### src/rtl/tt_um_taghreed_eialsalman_logic_unit.sv
// ---------------------------------------------------------------------------
// tt_um_taghreed_eialsalman_logic_unit
//
// Registered bitwise logic unit (8 two-input ops on WIDTH-bit A/B) with a
// self-running truth-table sweep. In sweep mode an FSM walks every A/B
// combination using the op latched at start. When SWEEP_SIG_EN is defined,
// the results are also folded into a 4-bit rotate-xor signature.
//
// Optional feature macro: SWEEP_SIG_EN (builds the signature register and
// drives it on uio_out[7:4]).
//
// Ports
//   clk      rising-edge clock
//   rst_n    asynchronous active-low reset
//   ena      design enable; 0 holds every register
//   ui_in    [3:0]=A, [7:4]=B (low WIDTH bits used)
//   uio_in   [2:0]=op, [3]=start (asynchronous pin), [7:4] unused
//   uo_out   [3:0]=Y, [4]=busy, [5]=done, [6]=|Y, [7]=^Y
//   uio_out  [7:4]=signature (SWEEP_SIG_EN), otherwise 0
//   uio_oe   8'hF0 with SWEEP_SIG_EN, otherwise 8'h00
// ---------------------------------------------------------------------------
module tt_um_taghreed_eialsalman_logic_unit #(
  parameter int WIDTH = 4
) (
  input  logic       clk,
  input  logic       rst_n,
  input  logic       ena,
  input  logic [7:0] ui_in,
  input  logic [7:0] uio_in,
  output logic [7:0] uo_out,
  output logic [7:0] uio_out,
  output logic [7:0] uio_oe
);

  localparam int CW = 2 * WIDTH;

  typedef enum logic [1:0] {
    ST_IDLE  = 2'd0,
    ST_SWEEP = 2'd1,
    ST_DONE  = 2'd2
  } state_t;

  function automatic logic [WIDTH-1:0] logic_op(input logic [2:0]       op,
                                                input logic [WIDTH-1:0] a,
                                                input logic [WIDTH-1:0] b);
    case (op)
      3'd0:    logic_op = ~(a & b);
      3'd1:    logic_op = a & b;
      3'd2:    logic_op = a | b;
      3'd3:    logic_op = ~(a | b);
      3'd4:    logic_op = a ^ b;
      3'd5:    logic_op = ~(a ^ b);
      3'd6:    logic_op = ~a;
      default: logic_op = a;
    endcase
  endfunction

  function automatic logic [3:0] zext4(input logic [WIDTH-1:0] v);
    logic [3:0] r;
    r = '0;
    r[WIDTH-1:0] = v;
    return r;
  endfunction

  state_t           state_q, state_d;
  logic [CW-1:0]    cnt_q, cnt_d;
  logic [2:0]       op_q, op_d;
  logic [WIDTH-1:0] y_q, y_d;
  logic             busy_q, busy_d;
  logic             done_q, done_d;
  logic             sync1_q, sync1_d;
  logic             sync2_q, sync2_d;
  logic             sync3_q, sync3_d;
  logic             start_p_q, start_p_d;
  logic [WIDTH-1:0] sweep_y;
`ifdef SWEEP_SIG_EN
  logic [3:0]       sig_q, sig_d;
`endif

  // Operand/op pins not consumed at this WIDTH are collected here.
  logic unused_ok;
  assign unused_ok = &{1'b0, ui_in, uio_in};

  // In sweep mode the counter itself supplies the operands: A is the low
  // half, B the high half, so A varies fastest.
  assign sweep_y = logic_op(op_q, cnt_q[WIDTH-1:0], cnt_q[CW-1:WIDTH]);

  always_comb begin
    // start pin: two synchroniser flops, a history flop, and a registered
    // rising-edge pulse that the FSM consumes one cycle later.
    sync1_d   = uio_in[3];
    sync2_d   = sync1_q;
    sync3_d   = sync2_q;
    start_p_d = sync2_q & ~sync3_q;

    state_d = state_q;
    cnt_d   = cnt_q;
    op_d    = op_q;
    y_d     = y_q;
    busy_d  = busy_q;
    done_d  = done_q;
`ifdef SWEEP_SIG_EN
    sig_d   = sig_q;
`endif

    case (state_q)
      ST_IDLE: begin
        y_d = logic_op(uio_in[2:0], ui_in[WIDTH-1:0], ui_in[4+WIDTH-1:4]);
        if (start_p_q) begin
          state_d = ST_SWEEP;
          op_d    = uio_in[2:0];
          cnt_d   = '0;
          busy_d  = 1'b1;
`ifdef SWEEP_SIG_EN
          sig_d   = '0;
`endif
        end
      end
      ST_SWEEP: begin
        y_d = sweep_y;
`ifdef SWEEP_SIG_EN
        sig_d = {sig_q[2:0], sig_q[3]} ^ zext4(sweep_y);
`endif
        // The counter parks on the last vector instead of wrapping; it is
        // cleared on the way back to IDLE.
        if (cnt_q == {CW{1'b1}}) begin
          state_d = ST_DONE;
          busy_d  = 1'b0;
          done_d  = 1'b1;
        end else begin
          cnt_d = cnt_q + 1'b1;
        end
      end
      ST_DONE: begin
        done_d  = 1'b0;
        cnt_d   = '0;
        state_d = ST_IDLE;
      end
      default: begin
        state_d = ST_IDLE;
        busy_d  = 1'b0;
        done_d  = 1'b0;
      end
    endcase
  end

  always_ff @(posedge clk or negedge rst_n) begin
    if (!rst_n) begin
      state_q   <= ST_IDLE;
      cnt_q     <= '0;
      op_q      <= '0;
      y_q       <= '0;
      busy_q    <= 1'b0;
      done_q    <= 1'b0;
      sync1_q   <= 1'b0;
      sync2_q   <= 1'b0;
      sync3_q   <= 1'b0;
      start_p_q <= 1'b0;
`ifdef SWEEP_SIG_EN
      sig_q     <= '0;
`endif
    end else if (ena) begin
      state_q   <= state_d;
      cnt_q     <= cnt_d;
      op_q      <= op_d;
      y_q       <= y_d;
      busy_q    <= busy_d;
      done_q    <= done_d;
      sync1_q   <= sync1_d;
      sync2_q   <= sync2_d;
      sync3_q   <= sync3_d;
      start_p_q <= start_p_d;
`ifdef SWEEP_SIG_EN
      sig_q     <= sig_d;
`endif
    end
  end

  assign uo_out = {^y_q, |y_q, done_q, busy_q, zext4(y_q)};

`ifdef SWEEP_SIG_EN
  assign uio_out = {sig_q, 4'h0};
  assign uio_oe  = 8'hF0;
`else
  assign uio_out = 8'h00;
  assign uio_oe  = 8'h00;
`endif

endmodule

### config.mk
export PLATFORM = sky130hd
export DESIGN_NAME = tt_um_taghreed_eialsalman_logic_unit
export DESIGN_NICKNAME = d
export VERILOG_FILES = /design/src/rtl/tt_um_taghreed_eialsalman_logic_unit.sv
export SDC_FILE = /design/constraint.sdc
export NUM_CORES = 1
export LEC_CHECK = 0
export CAP_MARGIN = 20
export CORE_MARGIN = 3
export CORE_UTILIZATION = 56
export CTS_BUF_LIST = sky130_fd_sc_hd__clkbuf_4
export DETAILED_ROUTE_END_ITERATION = 16
export PLACE_DENSITY_LB_ADDON = 0.15
export SLEW_MARGIN = 40
export SYNTH_ARGS = -nofsm -noshare
export SYNTH_HDL_FRONTEND = slang
export SYNTH_SLANG_ARGS = --single-unit
### constraint.sdc
create_clock -name clk -period 3.8 [get_ports clk]
set_input_delay 0.76 -clock clk [delete_from_list [all_inputs] [get_ports clk]]
set_output_delay 0.76 -clock clk [all_outputs]
set_load 0.005 [all_outputs]
==> results of run 1 <==
## cell usage in the layout, fill, tap and decap left out, types with 2 or more instances in the layout
cell type / synthesis / routed
nand2b_2: 2 / 2
mux2_2: 4 / 4
o21ai_0: 8 / 8
xor2_1: 4 / 4
ha_1: 19 / 19
o21ai_1: 2 / 2
mux4_2: 4 / 4
nand3_1: 5 / 5
nor2_1: 12 / 12
clkdlybuf4s50_1: 0 / 21
conb_1: 1 / 16
xnor2_1: 10 / 10
nand3b_1: 3 / 3
a21o_1: 2 / 2
dfrtp_1: 23 / 23
o22ai_1: 3 / 3
clkbuf_4: 1 / 4
inv_1: 29 / 29
o211ai_1: 2 / 2
nand2_1: 10 / 10
a21oi_1: 7 / 7
nor3_1: 4 / 4
mux2i_1: 4 / 4
## cells in the mapped netlist, types with 5 or more instances
| cell type | instances | area (um2) |
|---|---|---|
| nand2_1 | 10 | 37.5 |
| dfrtp_1 | 23 | 576 |
| nor2_1 | 12 | 45.0 |
| o21ai_0 | 8 | 40.0 |
| inv_1 | 29 | 109 |
| nand3_1 | 5 | 25.0 |
| a21oi_1 | 7 | 35.0 |
| xnor2_1 | 10 | 87.6 |
| buf_4 | 20 | 150 |
| ha_1 | 19 | 238 |
## routing by layer
metal	up-vias	wire [um]	share of wire (%)	track usage [%]
met5	-	0	0	0
met4	0	11	0.32	3.43
met3	2	88	2.6	1.58
met2	23	1850	54	32.1
met1	674	1490	43	22.7
li1	676	-	-	-
## through the flow
stage | worst slack [ps] | hold WS (ps)
2_1_floorplan | 1770 | 434
3_3_place_gp | 1190 | 445
3_5_place_dp | 1150 | 464
4_1_cts | 1290 | 416
5_1_grt | 1240 | 436
6_report | 1290 | 406
## worst max path at each step
| stage | startpoint | end | slack [ps] |
|---|---|---|---|
| 3_3_place_gp | ui_in[0] | y_q[0]$_DFFE_PN0P_ | 1190 |
| 6_report | y_q[2]$_DFFE_PN0P_ | uo_out[7] | 1290 |
| 5_1_grt | y_q[2]$_DFFE_PN0P_ | uo_out[7] | 1240 |
| 2_1_floorplan | ui_in[0] | y_q[0]$_DFFE_PN0P_ | 1770 |
| 3_5_place_dp | ui_in[1] | y_q[1]$_DFFE_PN0P_ | 1150 |
| 4_1_cts | y_q[2]$_DFFE_PN0P_ | uo_out[7] | 1290 |
## worst reg2reg max path, delay by kind of cell (launching register included)
family                     cells  cell delay [ps]
muxes                          2              640
DFF                            1              500
adders and majority gates      1              270
xor gates and xnor gates       1              140
buffers and inverters          2              110
AOI/OAI and AO/OA              1              100
## area by class of cell
| cell class | count | area share [%] |
|---|---|---|
| tap | 44 | 2.66 |
| inverter | 30 | 5.44 |
| timing repair buffer | 22 | 10.4 |
| sequential | 23 | 27.8 |
| clock buffer | 4 | 1.45 |
| multi-input combinational | 138 | 52.2 |
## logic make-up (layout without fill, tap and decap cells)
kind of cell / Yosys count / count (layout) / synth area share, %
AOI/OAI and AO/OA: 32 / 32 / 11.4
xor gates and xnor gates: 14 / 14 / 6.45
adders and majority gates: 19 / 19 / 12.5
buffers and inverters: 55 / 56 / 15.9
DFF: 23 / 23 / 30.3
muxes: 13 / 13 / 10.6
other: 1 / 16 / 0.197
and+or+nand+nor: 44 / 44 / 12.7
## state kept, by name (all words and copies together), names as in the netlist
| name | cells |
|---|---|
| busy_q | 1 |
| state_q | 2 |
| op_q | 3 |
| sync2_q | 1 |
| done_q | 1 |
| y_q | 4 |
| sync1_q | 1 |
| cnt_q | 8 |
| start_p_q | 1 |
| sync3_q | 1 |
## power groups by stage
stage	sequential, W	clock, W	combinational, W
floorplan	0.000376	0	0.000458
global placement	0.000445	0	0.000523
detailed placement	0.000456	0	0.000554
CTS	0.000449	0.000124	0.000556
global route	0.000468	0.000131	0.000614
finish	0.000449	0.000120	0.000547
==> results.md, run 1 <==
- The class of the most critical setup path is reg -> out.
- On the critical path the largest part of the delay comes from buffers and inverters.
- The die outline height is 64.3 um.
- STA classifies the critical path startpoint as a flip-flop.
- After clock tree synthesis, the repair step resized 0 gates.
- Measured along the x axis, the die boundary spans 64.3 um.
- The hold violation total from the final report is 0.
- The number of cells in the design after placement is 257.
- The run finished with clean final reports.
- The worst-skew pair later-pin latency is 300 ps.
- The maximum number of buffers from clock root to sink is 2.
- For this design, the CTS-stage hold fixing added 0 buffers.
- For this run, the number of standard cells in the final layout without fillers is 261.
- In this run the critical register-to-register path is captured at y_q[1]$_DFFE_PN0P_.
- In this run the worst path has a maximum fanout of 3.
- The power per standard cell area is 540 nW/um2.
- The final critical path takes up 65.9% of the cycle.
- The post-route total power is 0.00112 W.
- The internal power of the cells totals 0.000679 W.
- After floorplanning, the core was divided into 20 placement rows.
- The setup clock skew after layout is 1.59 ps.
- The first-pass iteration count of the detailed router is 4.
- TritonCTS built the clock tree.
- In this run the worst hold path is classified as in -> async.
- In this run the cell area of the synthesized design comes to 1900 um2.
- VDD sags by at most 0.329 mV.
- Of the total power, combinational logic draws 49.0%.
- The slew of the pin with the lowest slew margin is 531 ps.
- The clock-pin slew on the worst setup and hold paths is 120 ps.
- The startpoint identified for the worst register-to-register timing path is cnt_q[1]$_DFFE_PN0P_.
- The largest net degree at the start of global routing is 24.
- The critical path crosses 4 cells after its start point.
- The multi-input combinational cells in the finished layout cover a total of 1080 um2.
- The synthesized design contains 23 register bits.
- In this run, flip-flops and latches consume 40.3% of the power.
- The area of the die is 4130 um2.
- The post-route DRC violation count is 0.
- For this run, asynchronously set or reset flops after synthesis account for 100%.
- The first global-routing pass estimated 5.91 mm of wire.
- The minimum clock period is 2510 ps.
- After routing the design area is 2070 um2.
- The sink count of the clock tree is 23.
- The register cell area after layout is 576 um2.
- The number of cells on the worst reg-to-reg path is 7.
- The count of nets left with antenna violations once routing finished came out at 0.
- The endpoint kind of the worst setup timing path is an output pin.
- Summed over all layers, the routed wires come to 3.44 mm.
- The I/O pin count is 43.
- In this run the number of H-tree levels came out at 1.
- The number of max-slew violations in the final report is 0.
- Post-CTS timing repair inserted 0 buffers for setup.
- For this design the static power due to leakage is 0.983 nW.
- Derived from the worst setup path, the maximum achievable clock frequency is 399 MHz.
- The post-synthesis instance total is 201.
- 0 antenna diodes ended up in the layout.
- Port buffering added 22 buffers.
- The count of unique library cells instantiated by Yosys is 44.
- The area growth from synthesis to layout is 8.82%.
- The net count reported at finish is 256.
- The total number of vias is 1,375.
- The slowest stage of the critical path is the clkdlybuf4s50_1 cell.
- For the worst setup path, the data required time is 3040 ps.
- The worst max-slew margin expressed relative to the limit is 64.5%.
- The switching share of power is 39.2%.
- The clock network accounts for 10.7% of the total power.
- Setup repair after global routing left no endpoint under its margin.
- The number of warnings reported in the yosys synthesis log is 0.
- Detailed placement ended at an HPWL of 2.80 mm.
- The mean number of vias per cell is 5.27.
- The routed wirelength normalized by instance count is 13.2 um.
- On the worst path, the slowest cell contributes a delay of 510 ps.
- The TritonCTS buffer count is 3.
- Setup violations remaining at the end of the flow were counted as 0.
- The max-capacitance violation count is 0.
- The net switching power figure is 0.000438 W.
- The combined global-route utilization of all metal layers is 17.6%.
- The effective utilization at floorplan is 60.3%.
- The reg-to-reg setup timing slack is 1900 ps.
- After synthesis, flip-flops and latches occupy 30.3% of the total area.
- Counting both buffers and inverters, the worst setup path holds a total of 2.
- The via count of the first global-routing pass is 1,335.
- The initial antenna violation count is 0.
- The DRC violation total after the first TritonRoute iteration is 45.
- The number of fill cells in the layout is 277.
- The number of enable flip-flop cells after synthesis is 0.
- Cells fill 65.6% of the core in the end.
- The mean area per synthesized cell is 9.46 um2.
- After floorplanning, the core was sized to cover 3150 um2.
- The share of layout cells above drive strength 1 is 10.6%.
- The signal on the critical path passes through inv_1 > ha_1 > xor2_1 > clkdlybuf4s50_1.
- In the synthesized netlist the dominant register cell turns out to be dfrtp_1.
- Summing all placed instances gives a cell area of 2040 um2.
- The total negative setup slack is 0 ps.
- The cell at the root of the clock tree is clkbuf_4.
- The global placer's final weighted congestion is 0.845.
- For the worst setup path, the data arrival time is 1750 ps.
- For this run the aggregate overflow at the end of global routing stands at 0.
No activity file was read; power rests on OpenSTA's default activity.
==> run 2: changes to the inputs <==
CORE_UTILIZATION = 52   (was 56)
clock period = 2.58 ns   (was 3.8 ns; I/O delays follow)
==> results.md, run 2 (synthesized netlist as in run 1, its figures left out) <==
- Result of the run: finished, final reports clean (unchanged).
- The setup clock skew after layout is 2.95 ps (was 1.59 ps).
- The sequential share of power came to 40.1% (was 40.3%).
- The total length of routed wires is 3.50 mm (was 3.44 mm).
- The sink count of the clock tree is 23 (unchanged).
- The number of cells in the design after placement came to 263 (was 257).
- The end point of the critical path is uo_out[7] (unchanged).
- The share of layout cells above drive strength 1 is 11.8% (was 10.6%).
- The kind of cell with the highest combined delay on the critical path is buffers and inverters (unchanged).
- The arrival time at the worst endpoint is 1750 ps (about the same).
- The number of max-slew violations in the final report is 0 (unchanged).
- The maximum number of buffers from clock root to sink is 2 (unchanged).
- The critical path depth is 4 (unchanged).
- The relative contribution of combinational cells to total power came to 49.3% (was 49.0%).
- The net count reported at finish is 260 (was 256).
- The global placer's final weighted congestion came to 0.848 (was 0.845).
- The hold violation total from the final report is 0 (unchanged).
- The number of fill cells in the layout came to 309 (was 277).
- The data required time of the critical path is 2060 ps (was 3040 ps).
- The wire length of the first global-routing pass came to 6.25 mm (was 5.91 mm).
- The die outline height is 66.5 um (was 64.3 um).
- The area growth from synthesis to layout came to 10.8% (was 8.82%).
- The share of the cycle needed by the critical path after routing is 87.8%.
- The number of buffer and inverter stages on the critical path is 2 (unchanged).
- The effective utilization at floorplan is 55.6% (was 60.3%).
- The number of setup violations in the final report came to 0 (unchanged).
- The cell at the root of the clock tree is clkbuf_4 (unchanged).
- The post-detailed-route count of antenna-violating nets is 0 (unchanged).
- The number of cells on the worst reg-to-reg path was 7 (unchanged).
- The first-pass iteration count of the detailed router is 4 (unchanged).
- The number of gates resized after cts is 0 (unchanged).
- The area of the die was 4420 um2 (was 4130 um2).
- Highest-count cells in the layout ignoring fill and taps: 29 x inv_1, 23 x dfrtp_1, 22 x clkdlybuf4s50_1, 19 x ha_1, 16 x conb_1 (was 29 x inv_1, 23 x dfrtp_1, 21 x clkdlybuf4s50_1, 19 x ha_1, 16 x conb_1).
- The I/O pin count is 43 (unchanged).
- The maximum frequency from static timing analysis is 442 MHz.
- The post-route DRC violation count is 0 (unchanged).
- The number of setup buffers added after CTS was 0 (unchanged).
- The tightest hold margin is 473 ps (was 406 ps).
- The slowest cell on the critical path was clkdlybuf4s50_1 (unchanged).
- The endpoint kind of the worst setup timing path is an output pin (unchanged).
- After layout, the minimum clock period comes to 2260 ps.
- The max-capacitance violation count is 0 (unchanged).
- Setup repair after global routing missed its margin: no (unchanged).
- The post-cts hold buffer count is 0 (unchanged).
- The capture point of the worst reg-to-reg path is y_q[1]$_DFFE_PN0P_ (unchanged).
- The reg-to-reg startpoint is cnt_q[1]$_DFFE_PN0P_ (unchanged).
- The delay contributed by the slowest stage of the critical path was 520 ps (was 510 ps).
- The sum of overflow across all layers after global routing was 0 (unchanged).
- The total negative setup slack is 0 ps (unchanged).
- The largest fanout on the critical path is 3 (unchanged).
- The clock-pin slew on the worst setup and hold paths is 130 ps (was 120 ps).
- The horizontal die dimension is 66.5 um (was 64.3 um).
- The routed wirelength normalized by instance count was 13.1 um (was 13.2 um).
- The filler-free cell count of the finished design was 267 (was 261).
- The power per standard cell area is 786 nW/um2 (was 540 nW/um2).
- The register cell area after layout came to 576 um2 (unchanged).
- The cell row count was 21 (was 20).
- The CTS tree is done (unchanged).
- The worst voltage drop across the vdd grid is 0.462 mV (was 0.329 mV).
- The DRC violation total after the first TritonRoute iteration came to 50 (was 45).
- The most common library cell in the layout ignoring fill and taps is inv_1 (unchanged).
- The H-tree depth came to 1 (unchanged).
- The antenna cell count is 0 (unchanged).
- The flip-flop count of the largest register, all copies and words added came to 8 (unchanged).
- The internal power consumption came to 0.000992 W (was 0.000679 W).
- The reg-to-reg setup timing slack is 620 ps (was 1900 ps).
- The static power due to leakage was 0.999 nW (was 0.983 nW).
- The placeable core region is 3420 um2 (was 3150 um2).
- The mean number of vias per cell is 5.26 (was 5.27).
- The largest register by flop count was cnt_q (unchanged).
- The detailed-placement wirelength estimate was 2.83 mm (was 2.80 mm).
- The worst-skew pair later-pin latency was 320 ps (was 300 ps).
- The net switching power figure is 0.000663 W (was 0.000438 W).
- The largest net degree at the start of global routing is 24 (unchanged).
- The initial antenna violation count is 0 (unchanged).
- The number of buffer cells added on primary ports is 22 (unchanged).
- Largest registers in the final layout: cnt_q: 8 flops, y_q: 4 flops, op_q: 3 flops (unchanged).
- The TritonCTS buffer count is 3 (unchanged).
- The area occupied by multi-input gates is 1080 um2 (unchanged).
- The path class of the lowest-slack min-delay path is reg -> reg (was in -> async).
- The proportion of power drawn by the clock network is 10.6% (was 10.7%).
- The via count of the first global-routing pass is 1,352 (was 1,335).
- The kind of start point of the critical path was a flip-flop (unchanged).
- The total number of vias is 1,405 (was 1,375).
- The switching share of power came to 40.1% (was 39.2%).
- The combined global-route utilization of all metal layers was 18.4% (was 17.6%).
- The origin of the worst setup path is y_q[2]$_DFFE_PN0P_ (unchanged).
- Cell-by-cell trace of the critical path: inv_1 > ha_1 > xor2_1 > clkdlybuf4s50_1 (unchanged).
- The class of the most critical setup path is reg -> out (unchanged).
-- run 2: changes by cell type in the layout (fill, tap and decap cells not counted), sizes merged --
cell	previous run	this run
clkbuf	4	3
clkinvlp	0	1
clkdlybuf4s50	21	22
buf	1	4
-- run 2: layer usage --
| layer | global-route usage [%] | routed length, um | vias up |
|---|---|---|---|
| met2 | 31.6 | 1800 | 29 |
| met5 | 0 | 0 | - |
| met3 | 3.54 | 128 | 4 |
| met1 | 24.0 | 1550 | 690 |
| li1 | - | - | 682 |
| met4 | 3.81 | 21 | 0 |
-- run 2: worst reg2reg max path, delay by kind of cell (launching register included) --
kind                       cells  cell delay, ps
muxes                          2             720
DFF                            1             500
adders and majority gates      1             280
xor gates and xnor gates       1             150
buffers and inverters          2             110
AOI/OAI and AO/OA              1             100
-- run 2: final cells by class --
class	count	share of cell area, %
well taps	46	2.73
repair buffers	26	11.9
flip-flops and latches	23	27.3
inverters	30	5.35
clock inverters	1	0.357
clock buffers	3	1.07
multi-input cells	138	51.3
-- run 2: worst min-delay path by stage --
stage	from	endpoint	slack, ps	cells after the start
global route	sync3_q$_DFFE_PN0P_	start_p_q$_DFFE_PN0P_	510	1
detailed placement	sync3_q$_DFFE_PN0P_	start_p_q$_DFFE_PN0P_	460	1
global placement	sync3_q$_DFFE_PN0P_	start_p_q$_DFFE_PN0P_	450	1
finish	sync3_q$_DFFE_PN0P_	start_p_q$_DFFE_PN0P_	470	1
floorplan	rst_n	busy_q$_DFFE_PN0P_	220	0
CTS	sync3_q$_DFFE_PN0P_	start_p_q$_DFFE_PN0P_	480	1
-- run 2: power by group through the flow --
stage          logic, W  registers, W  clock network (W)
6_report       0.000816      0.000664           0.000175
5_1_grt        0.000919      0.000691           0.000203
4_1_cts        0.000829      0.000662           0.000187
3_5_place_dp   0.000822      0.000669                  0
3_3_place_gp   0.000797      0.000659                  0
2_1_floorplan  0.000674      0.000554                  0
-- run 2: per-stage QoR --
step | setup slack (ps) | utilization, % | total power [W] | instance area (um2)
after floorplan | 797 | - | 0.00123 | 1960
after global placement | 193 | 60.8 | 0.00146 | 2080
after detailed placement | 172 | 60.8 | 0.00149 | 2080
after CTS | 278 | 61.6 | 0.00168 | 2110
after global routing | 214 | 61.6 | 0.00181 | 2110
final | 315 | 61.6 | 0.00165 | 2110
